===== config.mk =====
export PLATFORM = sky130hd
export DESIGN_NAME = serial_parity_rx
export DESIGN_NICKNAME = d
export VERILOG_FILES = /design/src/rtl/serial_parity_rx.sv
export SDC_FILE = /design/constraint.sdc
export NUM_CORES = 1
export LEC_CHECK = 0
export CORE_ASPECT_RATIO = 0.75
export CORE_MARGIN = 3
export CORE_UTILIZATION = 53
export CTS_BUF_LIST = sky130_fd_sc_hd__clkbuf_4 sky130_fd_sc_hd__clkbuf_8 sky130_fd_sc_hd__clkbuf_16
export DETAILED_ROUTE_END_ITERATION = 7
export GPL_ROUTABILITY_DRIVEN = 0
export MAX_ROUTING_LAYER = met4
export PLACE_DENSITY = 0.77
export SETUP_SLACK_MARGIN = 0.3
export SYNTH_ARGS = -nofsm -noshare
export SYNTH_HDL_FRONTEND = slang
export SYNTH_SLANG_ARGS = --single-unit

===== constraint.sdc =====
create_clock -name clk -period 1.6 [get_ports clk]
set_clock_uncertainty 0.2 [all_clocks]
set_input_delay 0.16 -clock clk [delete_from_list [all_inputs] [get_ports clk]]
set_output_delay 0.16 -clock clk [all_outputs]
set_load 0.01 [all_outputs]

===== src/rtl/serial_parity_rx.sv =====
// Serial frame receiver: start(0), DATA_W data bits LSB first, parity, stop(1).
// Recomputes XOR parity and reports each frame with parity/framing error flags.
module serial_parity_rx #(
  parameter int unsigned DATA_W     = 8,
  parameter bit          ODD_PARITY = 1'b0
) (
  input  logic              clk,
  input  logic              rst,
  input  logic              sample_en,
  input  logic              rx_bit,
  output logic [DATA_W-1:0] data_out,
  output logic              data_valid,
  output logic              parity_err,
  output logic              frame_err,
  output logic              busy
);

  localparam int unsigned CNT_W = $clog2(DATA_W + 1);
  localparam logic [CNT_W-1:0] LAST_BIT = CNT_W'(DATA_W - 1);

  typedef enum logic [1:0] {
    IDLE   = 2'd0,
    DATA   = 2'd1,
    PARITY = 2'd2,
    STOP   = 2'd3
  } state_t;

  state_t              state_q,      state_d;
  logic [CNT_W-1:0]    cnt_q,        cnt_d;
  logic [DATA_W-1:0]   shift_q,      shift_d;
  logic                acc_q,        acc_d;
  logic                perr_q,       perr_d;
  logic                ferr_q,       ferr_d;
  logic                report_q,     report_d;
  logic [DATA_W-1:0]   data_out_q,   data_out_d;
  logic                data_valid_q, data_valid_d;
  logic                parity_err_q, parity_err_d;
  logic                frame_err_q,  frame_err_d;
  logic                busy_q,       busy_d;

  // State and datapath registers
  always_ff @(posedge clk or posedge rst) begin
    if (rst) begin
      state_q      <= IDLE;
      cnt_q        <= '0;
      shift_q      <= '0;
      acc_q        <= 1'b0;
      perr_q       <= 1'b0;
      ferr_q       <= 1'b0;
      report_q     <= 1'b0;
      data_out_q   <= '0;
      data_valid_q <= 1'b0;
      parity_err_q <= 1'b0;
      frame_err_q  <= 1'b0;
      busy_q       <= 1'b0;
    end else begin
      state_q      <= state_d;
      cnt_q        <= cnt_d;
      shift_q      <= shift_d;
      acc_q        <= acc_d;
      perr_q       <= perr_d;
      ferr_q       <= ferr_d;
      report_q     <= report_d;
      data_out_q   <= data_out_d;
      data_valid_q <= data_valid_d;
      parity_err_q <= parity_err_d;
      frame_err_q  <= frame_err_d;
      busy_q       <= busy_d;
    end
  end

  // Next-state logic; the frame is published one edge after the stop strobe
  always_comb begin
    state_d      = state_q;
    cnt_d        = cnt_q;
    shift_d      = shift_q;
    acc_d        = acc_q;
    perr_d       = perr_q;
    ferr_d       = ferr_q;
    report_d     = 1'b0;
    data_out_d   = data_out_q;
    data_valid_d = 1'b0;
    parity_err_d = parity_err_q;
    frame_err_d  = frame_err_q;

    // A start bit may be accepted in this same cycle; it never touches shift_q
    if (report_q) begin
      data_valid_d = 1'b1;
      data_out_d   = shift_q;
      parity_err_d = perr_q;
      frame_err_d  = ferr_q;
    end

    if (sample_en) begin
      unique case (state_q)
        IDLE: begin
          if (!rx_bit) begin
            state_d = DATA;
            cnt_d   = '0;
            acc_d   = ODD_PARITY;
          end
        end
        DATA: begin
          shift_d = (shift_q >> 1) | (DATA_W'(rx_bit) << (DATA_W - 1));
          acc_d   = acc_q ^ rx_bit;
          cnt_d   = cnt_q + CNT_W'(1);
          if (cnt_q == LAST_BIT) begin
            state_d = PARITY;
          end
        end
        PARITY: begin
          perr_d  = acc_q ^ rx_bit;
          state_d = STOP;
        end
        STOP: begin
          ferr_d   = ~rx_bit;
          report_d = 1'b1;
          state_d  = IDLE;
        end
        default: state_d = IDLE;
      endcase
    end

    busy_d = (state_d != IDLE);
  end

  assign data_out   = data_out_q;
  assign data_valid = data_valid_q;
  assign parity_err = parity_err_q;
  assign frame_err  = frame_err_q;
  assign busy       = busy_q;

endmodule


==> metrics.md <==
| Metric | Value |
|---|---|
| Site Rows | `14` |
| Worst-path clk slew | `0.09 ns` |
| Top cell family by delay on the critical path | `flip-flops` |
| Gate count after technology mapping | `94` |
| DRC violations left | `0` |
| Most numerous cell in the Yosys netlist | `sky130_fd_sc_hd__dfrtp_1` |
| Share of flip-flops with an asynchronous set or reset | `100.0%` |
| Pwr Density | `~2000 nW/um2` |
| Insertion delay to the later sink of the worst-skew pair | `between 0.3 and 0.4 ns` |
| Peak ir drop on the vdd network | `about 1200 uV` |
| Port-buffer cells | `15` |
| Starting density of the core | `between 50% and 60%` |
| Required time of the worst setup path | `about 1.6 ns` |
| Worst hold slack after final layout | `-0.001237 ns` |
| Synth Net Count | `99` |
| Final slew viol count | `0` |
| Launching instance or port of the critical path | `state_q[1]` |
| Half-perimeter wire length after detailed placement | `approximately 1500 um` |
| Post-layout instance area | `1618 um2` |
| Total congestion overflow after global routing | `0` |
| Number of sinks on the clock net | `30` |
| Register-to-Register Path Depth | `3` |
| Setup repair after global routing missed its margin | `true` |
| Wire length of the first global-routing pass | `about 3900 um` |
| Highest clock rate | `a little under 700 MHz` |
| Via density per instance | `5.601` |
| Largest cells by area after synthesis | `sky130_fd_sc_hd__dfrtp_1 (61%), sky130_fd_sc_hd__mux2_2 (16%), sky130_fd_sc_hd__o21ai_0 (2.4%), sky130_fd_sc_hd__inv_1 (2.4%), sky130_fd_sc_hd__a21oi_1 (2.0%)` |
| CTS hold repair buffers | `0` |
| Antenna diode instance count | `0` |
| List of cells traversed by the critical path | `and3b_2, buf_12, mux2_4` |
| Fraction of layout cells with a size suffix above 1 | `between 40% and 50%` |
| Routed Antenna Nets | `0` |
| Maximum buffer depth of the clock tree | `2` |
| Synthesis-stage register bit count | `30` |
| Fin crit period | `1.470 ns` |
| Combined area of all synthesized cells | `roughly 1200 um2` |
| End of the critical path | `shift_q[0]` |
| Final Cycle Share | `between 90% and 100%` |
| Startpoint type of the worst setup path | `register` |
| Wire per inst | `around 17 um` |
| Root buffer cell | `sky130_fd_sc_hd__clkbuf_4` |
| Clock tree from TritonCTS | `yes` |
| Post-synth EDFFs | `0` |
| First-pass iteration count of the detailed router | `4` |
| TritonCTS Buffers | `5` |
| Slowest stage delay, CP | `0.43 ns` |
| Worst Setup Slack post-DPL | `-0.06698 ns` |
| Start-to-end type of the worst setup path | `reg2reg` |
| R2R Path End | `shift_q[0]` |
| Setup Total Neg Slack | `0 ns` |
| Die Footprint | `2943 um2` |
| Biggest area consumer among synthesized cells | `sky130_fd_sc_hd__dfrtp_1` |
| Vias in the first global route | `~840` |
| Total Routing Usage GR | `a little over 20%` |
| Number of distinct library cell variants in the gate-level netlist after synthesis | `20` |
| Kind of capture point of the worst setup path | `register` |
| Worst r2r src | `state_q[1]` |
| Arrival time of data at the critical path endpoint | `1.48 ns` |
| Instance area at placement | `1474 um2` |
| Boundary pin count | `16` |
| Floorplan Core Area | `about 2100 um2` |
| Register-to-Register Setup Slack | `around 0.13 ns` |
| Commonest cells post-synth | `sky130_fd_sc_hd__dfrtp_1 (30), sky130_fd_sc_hd__mux2_2 (18), sky130_fd_sc_hd__inv_1 (8)` |
| Antenna violations before repair | `0` |
| Detailed Route WL | `about 2500 um` |
| Count of synthesis-stage warnings from yosys | `0` |
| Critical-path top delay cell | `sky130_fd_sc_hd__dfrtp_1` |
| Area Overhead vs Synth | `31.40%` |
| Total number of nets in the final design | `128` |
| Finish-stage setup viols | `0` |
| Tightest slew margin relative to the limit | `between 70% and 80%` |
| Outcome | `finished, violations left` |
| Worst-margin pin slew | `between 0.3 and 0.4 ns` |
| Total number of cells along the worst setup path | `3` |
| DR iter-0 viols | `32` |
| PnR worst setup slack | `between 0.1 and 0.15 ns` |
| Pin count of the biggest net entering global routing | `31` |
| Hold Violations, Final | `3` |
| Share of Yosys cell area claimed by the top area cell type | `~60%` |
| H-tree levels | `2` |
| Hold WC Path Type | `in2async` |
| Vertical die dimension | `about 48 um` |
| Leakage Power | `0.0007945 uW` |
| Most used flip-flop cell after synthesis | `sky130_fd_sc_hd__dfrtp_1` |
| Post-Syn Area per Cell | `between 10 and 15 um2` |
| Largest fanout on the critical path | `10` |
| Failing checks | `negative hold slack` |
| Total number of vias | `829` |
| Chip width | `about 60 um` |
| Buffer and inverter count on the worst path | `1` |
| Share of the yosys chip area belonging to registers | `between 60% and 70%` |
| Core utilization of the finished layout | `around three quarters` |
| Number of maximum-capacitance violations | `0` |
[worst reg2reg max path: stages (launching register included)]
cell and delay [ns]:
sky130_fd_sc_hd__dfrtp_1 0.43, sky130_fd_sc_hd__and3b_2 0.29, sky130_fd_sc_hd__buf_12 0.14, sky130_fd_sc_hd__mux2_4 0.30
[where the power goes]
| part | total [uW] | leakage [uW] | switching (uW) | internal, uW |
|---|---|---|---|---|
| clock | 788 | 0.0000585 | 258 | 529 |
| sequential | 1360 | 0.000367 | 267 | 1100 |
| combinational | 1180 | 0.000370 | 492 | 684 |
[sequential cells by signal, indices dropped and copies added (netlist names)]
name,cells
data_out,8
shift_q,8
cnt_q,4
state_q,2
acc_q,1
busy,1
data_valid,1
ferr_q,1
frame_err,1
parity_err,1
perr_q,1
report_q,1
[area by class of cell]
type                            instances  area (um2)
Sequential cell                        30       752.0
Inverter                                8       33.78
Timing Repair Buffer                   26       195.2
Tap cell                               24       30.03
Clock buffer                            6       51.30
Multi-Input combinational cell         52       495.5
Fill cell                             133       484.2
Clock inverter                          2       60.06
[routing by layer]
layer	share of wire, %	GRT usage, %
met1	42	24.53
met2	52	31.11
met3	4.5	5.930
met4	1.7	9.322
met5	0	-
[stage by stage]
step | total power, uW | instances
2_1_floorplan | 2002 | 94
3_3_place_gp | 2410 | 136
3_5_place_dp | 2471 | 136
4_1_cts | 3270 | 146
5_1_grt | 3534 | 148
6_report | 3325 | 148
[layout by cell type, fill, tap and decap left out, drive strengths merged]
cell	Yosys	final
mux2i	1	1
nor4bb	2	2
bufinv	0	2
mux2	18	18
dfrtp	30	30
nand3b	1	1
dlymetal6s2s	0	1
buf	4	18
xnor2	1	1
a21boi	1	1
inv	8	7
nor2b	2	2
a31oi	2	2
and3b	1	1
clkdlybuf4s50	0	2
a41oi	2	2
nand3	2	2
clkbuf	0	11
ha	1	1
clkinvlp	0	1
o22ai	1	1
nand2	6	6
o21ai	6	6
a21oi	5	5
[cells by family after synthesis]
kind of cell | share of synthesized area [%]
adders and majority gates | 1.016
buffers and inverters | 5.081
xor gates and xnor gates | 0.7115
muxes | 17.28
DFF | 60.98
and+or+nand+nor | 6.606
AOI/OAI and AO/OA | 8.333
[worst min-delay path by stage]
stage	start	end	slack (ns)	cells past startpoint
6_report	rst	shift_q[4]	-0.001	3
5_1_grt	rst	shift_q[4]	0.03	3
4_1_cts	rst	shift_q[4]	0.007	3
3_5_place_dp	ferr_q	ferr_q	0.28	2
3_3_place_gp	ferr_q	ferr_q	0.27	2
2_1_floorplan	rst	acc_q	0.05	1
[timing repair]
| item | in CTS | in global routing |
|---|---|---|
| setup endpoints to repair | 37 | 27 |
| setup buffers | 2 | 2 |
| gates resized for setup | 39 | 22 |
| pin swaps | 0 | 2 |
Power figures use the tool's default switching activity.
